--- src/rtl/rformat_pkg.sv ---
// Shared constants and types for the R-format sequencer: opcode/funct encodings,
// the instruction field layout and the sequencer state enum.
package rformat_pkg;

    localparam logic [5:0] OP_RTYPE = 6'h00;

    localparam logic [5:0] FN_ADD = 6'h20;
    localparam logic [5:0] FN_SUB = 6'h22;
    localparam logic [5:0] FN_AND = 6'h24;
    localparam logic [5:0] FN_OR  = 6'h25;
    localparam logic [5:0] FN_SLT = 6'h2A;

    typedef struct packed {
        logic [5:0] opcode;
        logic [4:0] rs;
        logic [4:0] rt;
        logic [4:0] rd;
        logic [4:0] shamt;
        logic [5:0] funct;
    } rinstr_t;

    typedef enum logic [2:0] {
        IDLE,
        RD_RS,
        RD_RT,
        EXEC,
        WB,
        DONE
    } state_t;

endpackage

--- src/rtl/rformat_alu.sv ---
// Combinational R-format ALU. SLT (funct 0x2A) exists only when RFORMAT_SLT_EN is
// defined; otherwise that funct reports legal=0 like any other unsupported code.
module rformat_alu
    import rformat_pkg::*;
#(
    parameter int DATA_W = 32
) (
    input  logic [DATA_W-1:0] a,
    input  logic [DATA_W-1:0] b,
    input  logic [5:0]        funct,
    output logic [DATA_W-1:0] y,
    output logic              legal
);

    always_comb begin
        y     = '0;
        legal = 1'b1;
        case (funct)
            FN_ADD: y = a + b;
            FN_SUB: y = a - b;
            FN_AND: y = a & b;
            FN_OR:  y = a | b;
`ifdef RFORMAT_SLT_EN
            FN_SLT: y = {{(DATA_W-1){1'b0}}, ($signed(a) < $signed(b))};
`endif
            default: legal = 1'b0;
        endcase
    end

endmodule

--- src/rtl/rformat_seq.sv ---
// Multi-cycle R-format sequencer over a single-port register file:
// read rs, read rt, execute, write rd, done. Optional SLT via RFORMAT_SLT_EN.
module rformat_seq
    import rformat_pkg::*;
#(
    parameter int DATA_W = 32,
    parameter int AW     = 5
) (
    input  logic              clock,
    input  logic              reset,
    input  logic              instr_valid,
    output logic              instr_ready,
    input  logic [31:0]       instr,
    output logic [AW-1:0]     rf_addr,
    output logic              rf_we,
    output logic [DATA_W-1:0] rf_wdata,
    input  logic [DATA_W-1:0] rf_rdata,
    output logic              done,
    output logic [DATA_W-1:0] result,
    output logic              illegal
);

    state_t              state, state_nx;
    rinstr_t             ir;
    logic [DATA_W-1:0]   op_a;
    logic [DATA_W-1:0]   alu_y;
    logic                alu_legal;
    logic                exec_ill;
    logic                armed;
    logic                unused_shamt;

    assign unused_shamt = ^ir.shamt;

    // Operand B is taken straight off rf_rdata during EXEC.
    rformat_alu #(.DATA_W(DATA_W)) u_alu (
        .a     (op_a),
        .b     (rf_rdata),
        .funct (ir.funct),
        .y     (alu_y),
        .legal (alu_legal)
    );

    assign exec_ill = (ir.opcode != OP_RTYPE) || !alu_legal;

    // armed keeps instr_ready low while reset is held and until the first edge after release.
    always_ff @(posedge clock or negedge reset) begin
        if (!reset) begin
            state   <= IDLE;
            armed   <= 1'b0;
            ir      <= '0;
            op_a    <= '0;
            result  <= '0;
            illegal <= 1'b0;
        end else begin
            state <= state_nx;
            armed <= 1'b1;
            if (instr_ready && instr_valid) ir <= rinstr_t'(instr);
            if (state == RD_RT) op_a <= rf_rdata;
            if (state == EXEC) begin
                illegal <= exec_ill;
                if (!exec_ill) result <= alu_y;
            end
        end
    end

    always_comb begin
        state_nx    = state;
        instr_ready = 1'b0;
        rf_addr     = '0;
        rf_we       = 1'b0;
        rf_wdata    = '0;
        done        = 1'b0;
        case (state)
            IDLE: begin
                instr_ready = armed;
                if (armed && instr_valid) state_nx = RD_RS;
            end
            RD_RS: begin
                rf_addr  = AW'(ir.rs);
                state_nx = RD_RT;
            end
            RD_RT: begin
                rf_addr  = AW'(ir.rt);
                state_nx = EXEC;
            end
            EXEC: state_nx = WB;
            WB: begin
                // $0 is read-only and illegal instructions never write.
                rf_addr  = AW'(ir.rd);
                rf_wdata = result;
                rf_we    = !illegal && (ir.rd != 5'd0);
                state_nx = DONE;
            end
            DONE: begin
                done     = 1'b1;
                state_nx = IDLE;
            end
            default: state_nx = IDLE;
        endcase
    end

endmodule

--- config.mk ---
export PLATFORM = sky130hd
export DESIGN_NAME = rformat_seq
export DESIGN_NICKNAME = d
export VERILOG_FILES = /design/src/rtl/rformat_pkg.sv /design/src/rtl/rformat_alu.sv /design/src/rtl/rformat_seq.sv
export SDC_FILE = /design/constraint.sdc
export NUM_CORES = 1
export LEC_CHECK = 0
export BUFFER_PORTS_ARGS = -buffer_cell sky130_fd_sc_hd__buf_2
export CAP_MARGIN = 5
export CORE_ASPECT_RATIO = 1.25
export CORE_MARGIN = 4
export CORE_UTILIZATION = 50
export CTS_BUF_LIST = sky130_fd_sc_hd__clkbuf_2
export DETAILED_ROUTE_END_ITERATION = 10
export GPL_TIMING_DRIVEN = 0
export PLACE_DENSITY = 0.74
export REMOVE_ABC_BUFFERS = 1
export SETUP_SLACK_MARGIN = 0.4
export SLEW_MARGIN = 10
export SYNTH_ARGS = -nofsm -noshare
export SYNTH_HDL_FRONTEND = slang
export SYNTH_SLANG_ARGS = --single-unit
--- constraint.sdc ---
create_clock -name clock -period 5.05 [get_ports clock]
set_input_delay 0.505 -clock clock [delete_from_list [all_inputs] [get_ports clock]]
set_output_delay 0.505 -clock clock [all_outputs]
set_load 0.1 [all_outputs]
==> results.md <==
- Status: completed
- Async SR Flop Fraction: 100.0%
- Layout Cells excl Fill: 1042
- Vias: 6025
- Post-Route Setup TNS: 0 ps
- Area Overhead vs Synth: 15.80%
- H-tree Lvls: 3
- Gr ovfl total: 0
- Die X: 113.1 µm
- Setup crit start kind: input port
- DRC: 0
- Count leader, synth: dfrtp_1
- CTS tree: done
- Cell taking the most area after synthesis: dfrtp_1
- Reg2Reg Depth: 14
- Gpl congestion: 0.9462
- Die ar.: 15750 µm²
- Worst VDD drop: 0.3801 mV
- RSZ-0062 raised after global routing: no
- Avg Inst Size Synth: 9.296 µm²
- Post-synth top cells: 96 x dfrtp_1, 65 x nor2_1, 58 x mux2_2
- Worst Skew: 36.91 ps
- Crit path DAT: 5110 ps
- Worst EP required: 5620 ps
- Height of the chip: approximately 140 µm
- Cell Area, Synth: 6898 µm²
- Hold EP: ir[16]$_DFFE_PN0P_
- Slew HR: 21.69%
- Reg2reg end: result[31]$_DFFE_PN0P_
- Core area: roughly 13000 µm²
- Clock latency on the worst-skew pair: 610 ps
- Hold Path Origin: instr[16]
- Starting Density: 51.45%
- Pre-Repair DR Iteration Count: 8
- Hold Vio Cnt, Final: 0
- Placed cells: 1020
- Most used DFF post-synth: dfrtp_1
- Post-DP HPWL: 13.68 mm
- Final WS setup: between 500 and 600 ps
- Global Route Usage Sum: a little under a quarter
- Vias in the first global route: 5911
- Clk root buf: clkbuf_2
- Hold/Removal Path Class: in2reg
- FILL cells: 1226
- Reg-to-reg slack, setup: 650 ps
- Max FO, Critical Path: 7
- Crit. End Element: flop
- Antenna violations before repair: 1
- DP Worst Slack: -581.4 ps
- Via-per-instance ratio: between 5 and 6
- Final nets: ~970
- Final WL: between 15 and 20 mm
- Post-synth EDFFs: 0
- Setup Viol. Count Final: 0
- Largest net degree at the start of global routing: 53
- Top cells by area, synth: dfrtp_1 35%, mux2_2 9.5%, ha_1 6.2%
- Average wire per standard cell: 17.11 µm
- TritonCTS Buffers: 9
- CTS max path bufs: 2
- Lkg Pwr: 3.730 nW
- Gate Count Post-Synth: 742
- Share of cells above drive strength 1: 27.93%
- Yosys Warn Count: 0
- Minimum clock period: 4539 ps
- PwrDens: 632.2 nW/µm²
- Synth unique cells: 62
- Tcrit/Tclk final: 89.89%
- CTS clock-pin slew for the worst setup and hold paths: approximately 320 ps
- Tightest Pin Transition: 1170 ps
- Setup CP Type: in2reg
- 1st-iter DRT viols: 350
- Max-Cap Viols: 0
- # IOs: 140
- Synth top area share: 34.83%
- Total power: slightly above 5 mW
- Sinks on Clock Net: 96
- Core Rows: 47
- Sequential area share after synthesis: 34.83%
- Hold WS: 83.93 ps
- FF-to-FF Start: ir[0]$_DFFE_PN0P_
- Antenna-violating nets left: 0
- First-pass GRT wire length: around 29 mm
- #FFs+latches synth: 96
- WHS Path Cells: 2
- Port bufs: ~130
- Slew Limit Fails: 0
- FMAX: 0.2203 GHz
==> metrics by stage <==
step	area (µm²)	utilization (%)
after floorplan	6758	-
after global placement	7642	57.00
after detailed placement	7787	58.08
after CTS	7954	59.32
after global routing	7988	59.57
final	7988	59.57
==> report_power, final <==
part	internal [mW]	switching (mW)
logic	1.21	2.07
clock network	0.0870	0.314
registers	1.07	0.300
==> layout make-up <==
type                    count  area [µm²]  area share (%)
flip-flops and latches     96        2404           30.09
clock buffers               9       45.04          0.5639
inverters                  15       56.30          0.7049
multi-input cells         594        4362           54.61
repair buffers            149       823.3           10.31
diodes                      1       2.502         0.03133
clock inverters             7       81.33           1.018
well taps                 171       214.0           2.679
==> cell usage in the layout, fill, tap and decap left out, types with 7 or more instances in the layout <==
cell / count
a21oi_1: 50
buf_2: 133
nand3_1: 12
xnor2_1: 34
maj3_1: 31
and3_1: 14
nor2_1: 65
mux2_2: 58
xor2_1: 19
a31oi_1: 10
a221oi_1: 18
buf_4: 11
nand2_1: 41
nor3_1: 12
and2_1: 35
a22oi_1: 8
clkbuf_2: 9
inv_1: 15
dfrtp_1: 95
o21bai_1: 7
o21ai_0: 43
nand2b_1: 8
ha_1: 34
a21o_1: 17
==> logic make-up after synthesis <==
logic type | share of synthesized area [%]
flops | 34.83
compound gates | 17.01
mux | 9.614
simple gates | 17.72
fa+ha+maj | 10.96
other cells | 0.05436
xor+xnor | 6.965
buf+inv | 2.848
==> critical path, cell delays in order <==
cell      delay (ps)
buf_2            140
inv_1             90
ha_1             260
nor4bb_4         380
nand2_1          160
or3_1            450
nor4_4           400
a31oi_1          160
xnor2_1          150
ha_1             390
a21o_1           250
a21o_1           180
a21o_1           190
or4_1            510
o31a_1           320
nand3_1          130
mux2_2           350
o21ai_2          100
==> flip-flops by register name, summed over array words and instances, names as in the netlist <==
name	count
armed	1
illegal	1
ir	27
op_a	32
result	32
state	3
==> how the worst max path moves through the flow <==
stage	slack (ps)	start	endpoint	cells after the start
floorplan	-980	state[2]$_DFFE_PN0P_	ir[0]$_DFFE_PN0P_	3
global placement	-2000	ir[0]$_DFFE_PN0P_	result[30]$_DFFE_PN0P_	14
detailed placement	-580	rf_rdata[4]	result[31]$_DFFE_PN0P_	17
CTS	410	rf_rdata[4]	result[31]$_DFFE_PN0P_	17
global route	400	rf_rdata[3]	result[31]$_DFFE_PN0P_	17
finish	510	rf_rdata[0]	result[31]$_DFFE_PN0P_	18
==> metal layers <==
metal / wire length (µm) / share of wire (%) / track usage, % / vias up
met5: 0 / 0 / 0 / -
met4: 287 / 1.6 / 6.835 / 0
met3: 729 / 4.1 / 2.866 / 24
met2: 9013 / 51 / 39.33 / 174
met1: 7792 / 44 / 29.55 / 2885
li1: - / - / - / 2942
==> repair_timing <==
action | CTS | global route
endpoints found under the hold margin | 44 | 0
buffers inserted | 1 | 3
resized for setup | 4 | 1
setup endpoints to repair | 16 | 3
hold buffers | 1 | 0
pin swaps | 1 | 2
(Power assumes the default switching activity.)
